<file path="src/rtl/serpent_key_ctrl.sv">
// Round-key store controller: loads 33 Serpent subkeys into an external key
// memory, then serves round-robin arbitrated reads to the data and tweak cores.
module serpent_key_ctrl (
    input  logic         i_clk,
    input  logic         i_rstn,
    input  logic         i_load_start,
    input  logic         i_sk_valid,
    output logic         o_sk_ready,
    input  logic [127:0] i_sk_data,
    output logic         o_keys_ready,
    input  logic         i_req0,
    input  logic         i_req1,
    input  logic [5:0]   i_addr0,
    input  logic [5:0]   i_addr1,
    output logic         o_gnt0,
    output logic         o_gnt1,
    output logic         o_vld0,
    output logic         o_vld1,
    output logic [127:0] o_key,
    output logic         o_addr_err,
    output logic         o_mem_write_en,
    output logic         o_mem_read_en,
    output logic [5:0]   o_mem_addr,
    output logic [127:0] o_mem_key,
    input  logic [127:0] i_mem_key
);

    localparam logic [5:0] LAST_IDX = 6'd32;

    typedef enum logic [1:0] {IDLE, LOAD, READY} state_t;

    state_t         state_reg, state_next;
    logic [5:0]     cnt_reg, cnt_next;
    logic           prio_reg, prio_next;
    logic           keys_ready_reg;
    logic           vld0_reg, vld1_reg, err_reg;
    logic [127:0]   key_reg;
    logic [5:0]     gnt_addr;
    logic           gnt_bad;

    always_comb begin
        state_next     = state_reg;
        cnt_next       = cnt_reg;
        prio_next      = prio_reg;
        o_sk_ready     = 1'b0;
        o_gnt0         = 1'b0;
        o_gnt1         = 1'b0;
        o_mem_write_en = 1'b0;
        o_mem_read_en  = 1'b0;
        o_mem_addr     = 6'd0;
        o_mem_key      = 128'd0;
        gnt_addr       = 6'd0;
        gnt_bad        = 1'b0;
        case (state_reg)
            IDLE: begin
                if (i_load_start) begin
                    state_next = LOAD;
                    cnt_next   = 6'd0;
                end
            end
            LOAD: begin
                o_sk_ready = 1'b1;
                if (i_sk_valid) begin
                    o_mem_write_en = 1'b1;
                    o_mem_addr     = cnt_reg;
                    o_mem_key      = i_sk_data;
                    cnt_next       = cnt_reg + 6'd1;
                    if (cnt_reg == LAST_IDX) begin
                        state_next = READY;
                    end
                end
            end
            READY: begin
                if (i_load_start) begin
                    state_next = LOAD;
                    cnt_next   = 6'd0;
                end else begin
                    // prio_reg=0 favours requester 0 when both ask
                    if (i_req0 && (!i_req1 || !prio_reg)) begin
                        o_gnt0    = 1'b1;
                        gnt_addr  = i_addr0;
                        prio_next = 1'b1;
                    end else if (i_req1) begin
                        o_gnt1    = 1'b1;
                        gnt_addr  = i_addr1;
                        prio_next = 1'b0;
                    end
                    gnt_bad = gnt_addr > LAST_IDX;
                    if ((o_gnt0 || o_gnt1) && !gnt_bad) begin
                        o_mem_read_en = 1'b1;
                        o_mem_addr    = gnt_addr;
                    end
                end
            end
            default: state_next = IDLE;
        endcase
    end

    always_ff @(posedge i_clk or negedge i_rstn) begin
        if (!i_rstn) begin
            state_reg      <= IDLE;
            cnt_reg        <= 6'd0;
            prio_reg       <= 1'b0;
            keys_ready_reg <= 1'b0;
            vld0_reg       <= 1'b0;
            vld1_reg       <= 1'b0;
            err_reg        <= 1'b0;
            key_reg        <= 128'd0;
        end else begin
            state_reg      <= state_next;
            cnt_reg        <= cnt_next;
            prio_reg       <= prio_next;
            keys_ready_reg <= (state_next == READY);
            vld0_reg       <= o_gnt0;
            vld1_reg       <= o_gnt1;
            err_reg        <= (o_gnt0 || o_gnt1) && gnt_bad;
            if (o_gnt0 || o_gnt1) begin
                key_reg <= gnt_bad ? 128'd0 : i_mem_key;
            end
        end
    end

    assign o_keys_ready = keys_ready_reg;
    assign o_vld0       = vld0_reg;
    assign o_vld1       = vld1_reg;
    assign o_addr_err   = err_reg;
    assign o_key        = key_reg;

endmodule

</file>
<file path="config.mk">
export PLATFORM = sky130hd
export DESIGN_NAME = serpent_key_ctrl
export DESIGN_NICKNAME = d
export VERILOG_FILES = /design/src/rtl/serpent_key_ctrl.sv
export SDC_FILE = /design/constraint.sdc
export NUM_CORES = 1
export LEC_CHECK = 0
export ABC_AREA = 1
export CORE_AREA = 2 2 212 214
export DETAILED_ROUTE_END_ITERATION = 16
export DIE_AREA = 0 0 214 216
export PLACE_DENSITY_LB_ADDON = 0.08
export REMOVE_ABC_BUFFERS = 1
export SLEW_MARGIN = 20
export SYNTH_ARGS = -nofsm -noshare
export SYNTH_HDL_FRONTEND = slang
export SYNTH_SLANG_ARGS = --single-unit
</file>
<file path="constraint.sdc">
create_clock -name i_clk -period 1.8 [get_ports i_clk]
set_input_delay 0.27 -clock i_clk [delete_from_list [all_inputs] [get_ports i_clk]]
set_output_delay 0.27 -clock i_clk [all_outputs]
set_load 0.1 [all_outputs]
</file>
Word level (Yosys, flattened, before mapping):

Cells that the tools add are included.

* magnitude comparators: 1
* reductions and logical operators: 15
* equal/unequal tests: 6
* multiplexer cells: 39
* bitwise logic cells: 1
* add/subtract/negate cells: 1

Operators by type and width (count)
* two-way mux 128 bit: 3
* two-way mux 6 bit: 9
* one-hot mux 6 bit (2 select lines): 2
* two-way mux 1 bit: 21
* adder 6 x 1 -> 6 bit (second input constant): 1
* equality test 6 bit (second input constant): 1
* greater-than comparator 6 bit (second input constant): 1
* two-way mux 2 bit: 3
* AND reduction 3 bit: 2
* equality test 2 bit (second input constant): 2
* one-hot mux 2 bit (2 select lines): 1
* nonzero test 2 bit: 2
* logical AND 1 bit: 3
* logical NOT 1 bit: 3
* logical OR 1 bit: 3
* equality test 2 x 1 -> 1 bit (second input constant): 1
* logical NOT 2 bit: 1
* inequality test 2 x 1 -> 1 bit (second input constant): 1
* inequality test 2 bit (second input constant): 1
* OR reduction 2 bit: 1
* NOT 1 bit: 1

* output and inout bits: 271
* logic and storage cells: 71
* bits in registers: 141
* input bits: 274

Depth between registers and ports, before layout:

Gate-level depths: netlist (run 1).

* word-level depth: 12
* depth in mapped cells: 15
* mapped depth without buffers: 12

Worst setup path before layout (run 1):

OpenSTA, ideal clock, no wires.

* kind: register to output
* from: register state_reg[1]
* to: output o_mem_addr[0]
* arrival: 3861 ps
* buffers on the path: 0
* setup slack: -2331 ps
* required time: 1530 ps
* cell stages (with the launch flop): 7
* path through: dfrtp_1 -> inv_1 -> ha_1 -> nand2_1 -> inv_1 -> nand2_1 -> a21oi_1

* cells in the longest elaborated chain, start to end: 2
* elaborated cells on any way between the ends: 3
* those cells by class: 2 x eq/ne; 1 x mux

Ends and longest elaborated chain
* start: declaration: RTL line 32 `state_t state_reg, state_next;`
* start signal: assignment: RTL line 110 `state_reg <= state_next;`
* equality test 2 bit or equality test 2 x 1 -> 1 bit (tied branches): RTL line 54 `case (state_reg)`
* one-hot mux 6 bit (2 select lines) (*): RTL line 54
* end: declaration: RTL line 23 `output logic [5:0] o_mem_addr,`

Every way passes the cells marked *; elsewhere a longest branch is shown, timed or not.

Worst setup path in the final report (run 1):

* from: register state_reg[0]
* to: output o_mem_key[125]

* cells in the longest elaborated chain, start to end: 2

Ends and longest elaborated chain
* equality test 2 x 1 -> 1 bit: RTL line 54
* two-way mux 128 bit: RTL line 54
* end: declaration: RTL line 24 `output logic [127:0] o_mem_key,`

No other way between the ends.

==> metrics.md, run 1 <==
| Metric | Value |
|---|---|
| Cell Pwr Density | 1080 nW/um^2 |
| Number of global-route vias before repair | 8075 |
| Initial antenna violation count | 6 |
| Fill cells | 4448 |
| WP data required | about 1.5 ns |
| Maximum clock insertion buffer count | 2 |
| Leak | between 8 and 9 nW |
| Reg-to-reg setup timing slack | -0.33 ns |
| I/O Pins | 545 |
| Max Clock Freq | approximately 0.43 GHz |
| DRT antenna net count | 0 |
| Hold Path Class | in -> async |
| Worst setup margin | -0.519 ns |
| DP Wirelength | about 30000 microns |
| Largest register FFs | 128 |
| Layout cells sized above 1 | 35.3% |
| Endpoints failing hold | 0 |
| Routability congestion estimate | 0.841 |
| DR WL/cell | around 18 microns |
| Overflow after GRT | 0 |
| RR Endpoint | o_key[25] |
| Final Cycle Share | 129% |
| Htree depth | 4 |
| Crit end category | primary output |
| Sequential share of the synthesized area | between 50% and 60% |
| Failing checks | negative setup slack |
| Run status | finished with violations |
| Initial DRC count | 267 |
| First-pass GRT wire length | about 56000 microns |
| Avg Vias per Cell | around 3.7 |
| Crit-path cells | buf_4 > ha_4 > nand2_8 > clkbuf_16 > buf_12 > nor2_1 > buf_4 > buf_12 |
| Clock Sinks | 141 |
| Synth Warn # | 0 |
| Slowest cell on the critical path | dfrtp_1 |
| Worst path arrival time | between 2 and 2.5 ns |
| CTS tree | done |
| Nets | 1824 |
| Post-Syn Instances | 944 |
| Total track usage | between 10% and 20% |
| RSZ-0062 raised after global routing | true |
| Crit Path Max Fanout | 15 |
| Reg2Reg Depth | 17 |
| Largest net degree at the start of global routing | between 80 and 90 |
| Initial Util | 15.5% |
| DIE HEIGHT | 216 microns |
| Die area | 46200 sq um |
| Final setup viols | about 270 |
| DR DRC count | 0 |
| Clock latency on the worst-skew pair | ~0.45 ns |
| Area growth, synth to finish | 147% |
| WS Path Type | reg -> out |
| Worst VDD drop | approximately 0.64 mV |
| Cell Area, Synth | 6810 sq um |
| Clock Skews | about 0.015 ns |
| WL final | 38600 microns |
| Distinct cells, synth | 23 |
| Die W | between 200 and 250 microns |
| Num CTS Buffers | 17 |
| DR pass1 iterations | 4 |
| Syn_area_per_cell | 7.22 sq um |
| Pre-CTS setup slack | -0.504 ns |
| Measured slew at the worst slew-check pin | 0.457 ns |
| FF+latch count, synth | 141 |
| Worst-path clk slew | 0.06 ns |
| Critical path's largest stage delay | about 0.38 ns |
| Core area | 43800 sq um |
| RR Startpoint | prio_reg |
| Final Max Slew Viols | 0 |
| Slew HR | 69.6% |
| Setup_tns | -89.30 ns |
| Site row count | 77 |
| Max-Cap Viols | 0 |
| I/O Buffers | 544 |
| Routed vias | 8014 |
| Clock Root Buffer | clkbuf_16 |
| CP Launch Type | flop |
| Final Critical Period | between 2 and 2.5 ns |
-- cells in the mapped netlist (all sizes together) --
library cell	instances	area [sq um]
inv	154	578
o21a	1	7.51
buf	20	188
nor3	3	15.0
nand3	19	95.1
nor2	138	531
clkbuf	23	86.3
nand2	417	1590
or2	1	6.26
nor3b	3	22.5
ha	6	75.1
dfrtp	141	3530
a21oi	9	45.0
nand3b	1	7.51
o21ai	8	40.0
-- per-stage QoR --
| stage | area [sq um] | power [W] | utilization [%] | cells | hold slack, ns |
|---|---|---|---|---|---|
| 5_1_grt | 16800 | 0.0188 | 38.4 | 2150 | 0.212 |
| 4_1_cts | 16300 | 0.0179 | 37.2 | 2134 | 0.209 |
| 6_report | 16800 | 0.0181 | 38.4 | 2154 | 0.230 |
| 3_5_place_dp | 14500 | 0.0129 | 33.1 | 2089 | 0.128 |
| 2_1_floorplan | 6540 | 0.00889 | - | 901 | -0.0256 |
| 3_3_place_gp | 14500 | 0.0129 | 33.1 | 2089 | 0.132 |
-- critical path: cells and delay by family (launching register included) --
family | cells | cell delay, ns
flip-flops | 1 | 0.38
AND/OR/NAND/NOR | 2 | 0.16
buffers and inverters | 5 | 0.86
adder cells (fa/ha/maj) | 1 | 0.18
-- power breakdown --
part	internal, W	switching (W)
Combinational	0.00391	0.00704
Clock	0.00209	0.00163
Sequential	0.00335	0.000131
-- worst max-delay path by stage --
| stage | cells past startpoint | slack (ns) | end | startpoint |
|---|---|---|---|---|
| detailed placement | 11 | -0.50 | o_key[74] | i_req0 |
| floorplan | 6 | -4.76 | o_mem_addr[0] | state_reg[1] |
| CTS | 11 | -0.53 | o_mem_addr[3] | state_reg[0] |
| finish | 8 | -0.52 | o_mem_key[125] | state_reg[0] |
| global placement | 9 | -0.50 | o_mem_addr[1] | i_req0 |
| global route | 9 | -0.66 | o_mem_addr[4] | prio_reg |
-- routing by layer --
metal / global-route usage [%] / vias to the layer above / share of wire, % / wire [microns]
met5: 0 / - / 0.12 / 48
li1: - / 3932 / - / -
met1: 19.3 / 3740 / 39 / 15100
met4: 3.89 / 6 / 1.3 / 510
met2: 28.5 / 309 / 51 / 19800
met3: 6.37 / 27 / 8.2 / 3150
-- kinds of logic after synthesis --
group	count (synthesis)	synth area share [%]
and+or+nand+nor	582	33.2
buffers and inverters	197	12.5
DFF	141	51.8
AOI/OAI and AO/OA	18	1.36
adders and majority gates	6	1.10
-- area by class of cell --
class / instances / area [sq um] / share of cell area [%]
inverters: 154 / 586 / 3.48
clock buffers: 17 / 425 / 2.53
flip-flops and latches: 141 / 3530 / 21.0
clock inverters: 15 / 175 / 1.04
diodes: 5 / 12.5 / 0.0744
repair buffers: 624 / 7760 / 46.1
well taps: 592 / 741 / 4.40
multi-input cells: 606 / 3590 / 21.4
-- cells in the final DEF, fill, tap and decap left out, drive strengths merged --
| master | n |
|---|---|
| or2 | 1 |
| a21oi | 9 |
| dlygate4sd3 | 1 |
| o21ai | 8 |
| inv | 161 |
| nor3 | 3 |
| nor2 | 138 |
| clkbuf | 21 |
| clkdlybuf4s50 | 272 |
| clkinvlp | 2 |
| clkinv | 4 |
| nand2 | 417 |
| diode | 5 |
| nor3b | 3 |
| o21a | 1 |
| buf | 347 |
| dfrtp | 141 |
| ha | 6 |
| nand3b | 1 |
| nand3 | 19 |
| bufinv | 2 |
-- what timing repair did --
action | 4_1_cts | 5_1_grt
setup endpoints to repair | 268 | 273
resized for setup | 266 | 79
hold endpoints to repair | 141 | 0
cloned | 5 | 4
hold buffers | 1 | 0
pin swaps | 4 | 19
setup buffers | 7 | 14
Note: power is estimated with default switching activity, not from simulation.
==> inputs of run 2 (changes only) <==
Settings changed: PLACE_DENSITY set to 0.53, PLACE_DENSITY_LB_ADDON 0.08 to unset.
==> run 2 against run 1 <==
The run still ends with negative setup slack left. Combinational power is 6% higher. Sequential cell count stayed put. Clock skew is 0.0078 ns lower. Largest cell class unchanged.
==> metrics.md, run 2 (synthesis results as in run 1) <==
| Metric | Value |
|---|---|
| Initial antenna violation count | 1 (-5) |
| Final Cycle Share | 131% (+2.5 points) |
| RSZ-0062 raised after global routing | true |
| I/O Pins | 545 (unchanged) |
| Final setup viols | 268 (+0.75%) |
| Htree depth | 4 (unchanged) |
| Setup_tns | -110.70 ns (-21.40 ns) |
| Routed vias | 8668 (+8.2%) |
| First-pass GRT wire length | 60900 microns (+8.3%) |
| Fill cells | 4196 (-5.7%) |
| WS Path Type | reg -> out |
| Clock Root Buffer | clkbuf_16 |
| DP Wirelength | 28200 microns (-5.4%) |
| Hold_ws | 0.273 ns (+0.0431 ns) |
| Largest register FFs | 128 (unchanged) |
| Max Clock Freq | 0.423 GHz (-1.9%) |
| DIE HEIGHT | 216 microns (unchanged) |
| Crit end category | primary output |
| Fin cells | 2185 (+1.4%) |
| DR DRC count | 0 (unchanged) |
| Total track usage | 18.1% (+1.6 points) |
| Worst path arrival time | 2.09 ns (+0.04 ns) |
| Slew HR | 73.8% (+4.3 points) |
| Nets | 1860 (+2.0%) |
| DR WL/cell | 20.0 microns (+11%) |
| Initial Util | 15.5% (unchanged) |
| Largest net degree at the start of global routing | 51 (-39%) |
| Worst VDD drop | 0.620 mV (-3.9%) |
| Reg-to-reg setup timing slack | -0.42 ns (-0.09 ns) |
| Num CTS Buffers | 17 (unchanged) |
| Worst-path clk slew | 0.07 ns (about the same) |
| Site row count | 77 (unchanged) |
| Final Critical Period | 2.36 ns (+0.0451 ns) |
| Commonest cells after routing, fill and taps aside | clkdlybuf4s50_1 (272), nand2_1 (261), buf_12 (174), buf_4 (150), inv_1 (146) |
| Maximum clock insertion buffer count | 2 (unchanged) |
| Crit-path cells | inv_4 > ha_4 > nand2_8 > buf_12 > buf_12 > buf_16 > nor2_4 > buf_12 |
| Die area | 46200 sq um (unchanged) |
| Critical path's largest stage delay | 0.46 ns (+0.08 ns) |
| Initial DRC count | 366 (+37%) |
| Routability congestion estimate | 0.899 (+6.9%) |
| Avg Vias per Cell | 3.97 (+6.6%) |
| Slowest cell on the critical path | dfrtp_2 |
| Clock Sinks | 141 (unchanged) |
| Reg2Reg Depth | 17 (unchanged) |
| Commonest non-fill, non-tap cell in the layout | clkdlybuf4s50_1 |
| RR Startpoint | state_reg[1] |
| Area growth, synth to finish | 168% |
| Worst setup margin | -0.564 ns (-0.0451 ns) |
| Measured slew at the worst slew-check pin | 0.392 ns (-0.0643 ns) |
| Final Util | 41.6% (+3.3 points) |
| Core area | 43800 sq um (unchanged) |
| Overflow after GRT | 0 (unchanged) |
| DP Cell Count | 2071 (-0.86%) |
| Inserted Diodes | 0 (-5) |
| Run status | finished with violations |
| Die W | 214 microns (unchanged) |
| CP Launch Type | flop |
| DR pass1 iterations | 4 (unchanged) |
| Leak | 9.01 nW (+10%) |
| Crit Path Max Fanout | 7 (-8) |
| Endpoints failing hold | 0 (unchanged) |
| DRT antenna net count | 0 (unchanged) |
| Pre-CTS setup slack | -0.485 ns (+0.0191 ns) |
| RR Endpoint | o_key[110] |
| Layout cells sized above 1 | 46.3% (+11 points) |
| WP data required | 1.53 ns (about the same) |
| Final Max Slew Viols | 0 (unchanged) |
| I/O Buffers | 544 (unchanged) |
| CTS tree | done |
| WL final | 43600 microns (+13%) |
| Hold Path Class | in -> async |
| Number of global-route vias before repair | 9007 (+12%) |
| Cell Pwr Density | 1030 nW/um^2 (-4.4%) |
| CP most frequent cell | buf_12 |
| Clock Skews | 0.00761 ns (-0.00776 ns) |
| Max-Cap Viols | 0 (unchanged) |
| Clock latency on the worst-skew pair | 0.48 ns (+0.03 ns) |
| Failing checks | negative setup slack |
run 2: cell count changes in the layout (fill, tap and decap cells not counted), moves of 5 or more:
cell,delta
diode_2,-5
buf_6,+14
nand2_2,+104
buf_12,+5
buf_16,+20
buf_4,-9
nand2_4,+39
nand2_1,-144
run 2: through the flow:
step	instance area [sq um]	total power (W)
3_5_place_dp	14200	0.0128
5_1_grt	18300	0.0194
6_report	18300	0.0188
4_1_cts	17400	0.0186
3_3_place_gp	14200	0.0128
2_1_floorplan	6540	0.00889
run 2: per-layer routing:
layer	track usage, %	wire (microns)	vias up
met5	0	13	-
met4	6.62	1370	2
met3	5.62	2540	60
met2	30.7	22000	353
met1	21.6	17700	4243
li1	-	-	4010
run 2: critical path: cells and delay by family, from the launching register on:
kind / cells / cell delay [ns]
DFF: 1 / 0.46
and+or+nand+nor: 2 / 0.22
buffers and inverters: 5 / 0.74
adders and majority gates: 1 / 0.16
run 2: cell type report:
class | count | area (sq um) | share of cell area (%)
timing repair buffer | 660 | 8630 | 47.3
multi-input combinational | 606 | 4160 | 22.8
sequential | 141 | 3530 | 19.3
tap | 592 | 741 | 4.06
inverter | 154 | 598 | 3.28
clock buffer | 18 | 439 | 2.41
clock inverter | 14 | 155 | 0.850
run 2: repair_timing:
item,CTS,global route
hold buffers,1,0
gates resized for setup,362,266
gates cloned,32,8
endpoints found under the hold margin,31,0
endpoints found under the setup margin,269,274
pin swaps,17,38
setup buffers,33,31
run 2: power breakdown:
group | total, W | internal (W) | leakage (nW) | switching, W
combinational | 0.0116 | 0.00421 | 6.81 | 0.00739
clock | 0.00374 | 0.00209 | 0.288 | 0.00165
sequential | 0.00348 | 0.00335 | 1.91 | 0.000129
total | 0.0188 | 0.00965 | 9.01 | 0.00917
run 2: worst max-delay path by stage:
stage | start | end | slack, ns | depth (start not counted)
floorplan | state_reg[1] | o_mem_addr[0] | -4.76 | 6
global placement | i_req1 | o_mem_addr[2] | -0.49 | 12
detailed placement | i_req0 | o_mem_addr[0] | -0.49 | 10
CTS | state_reg[0] | o_mem_addr[3] | -0.59 | 11
global route | state_reg[0] | o_mem_addr[2] | -0.72 | 11
finish | state_reg[1] | o_mem_key[79] | -0.56 | 8
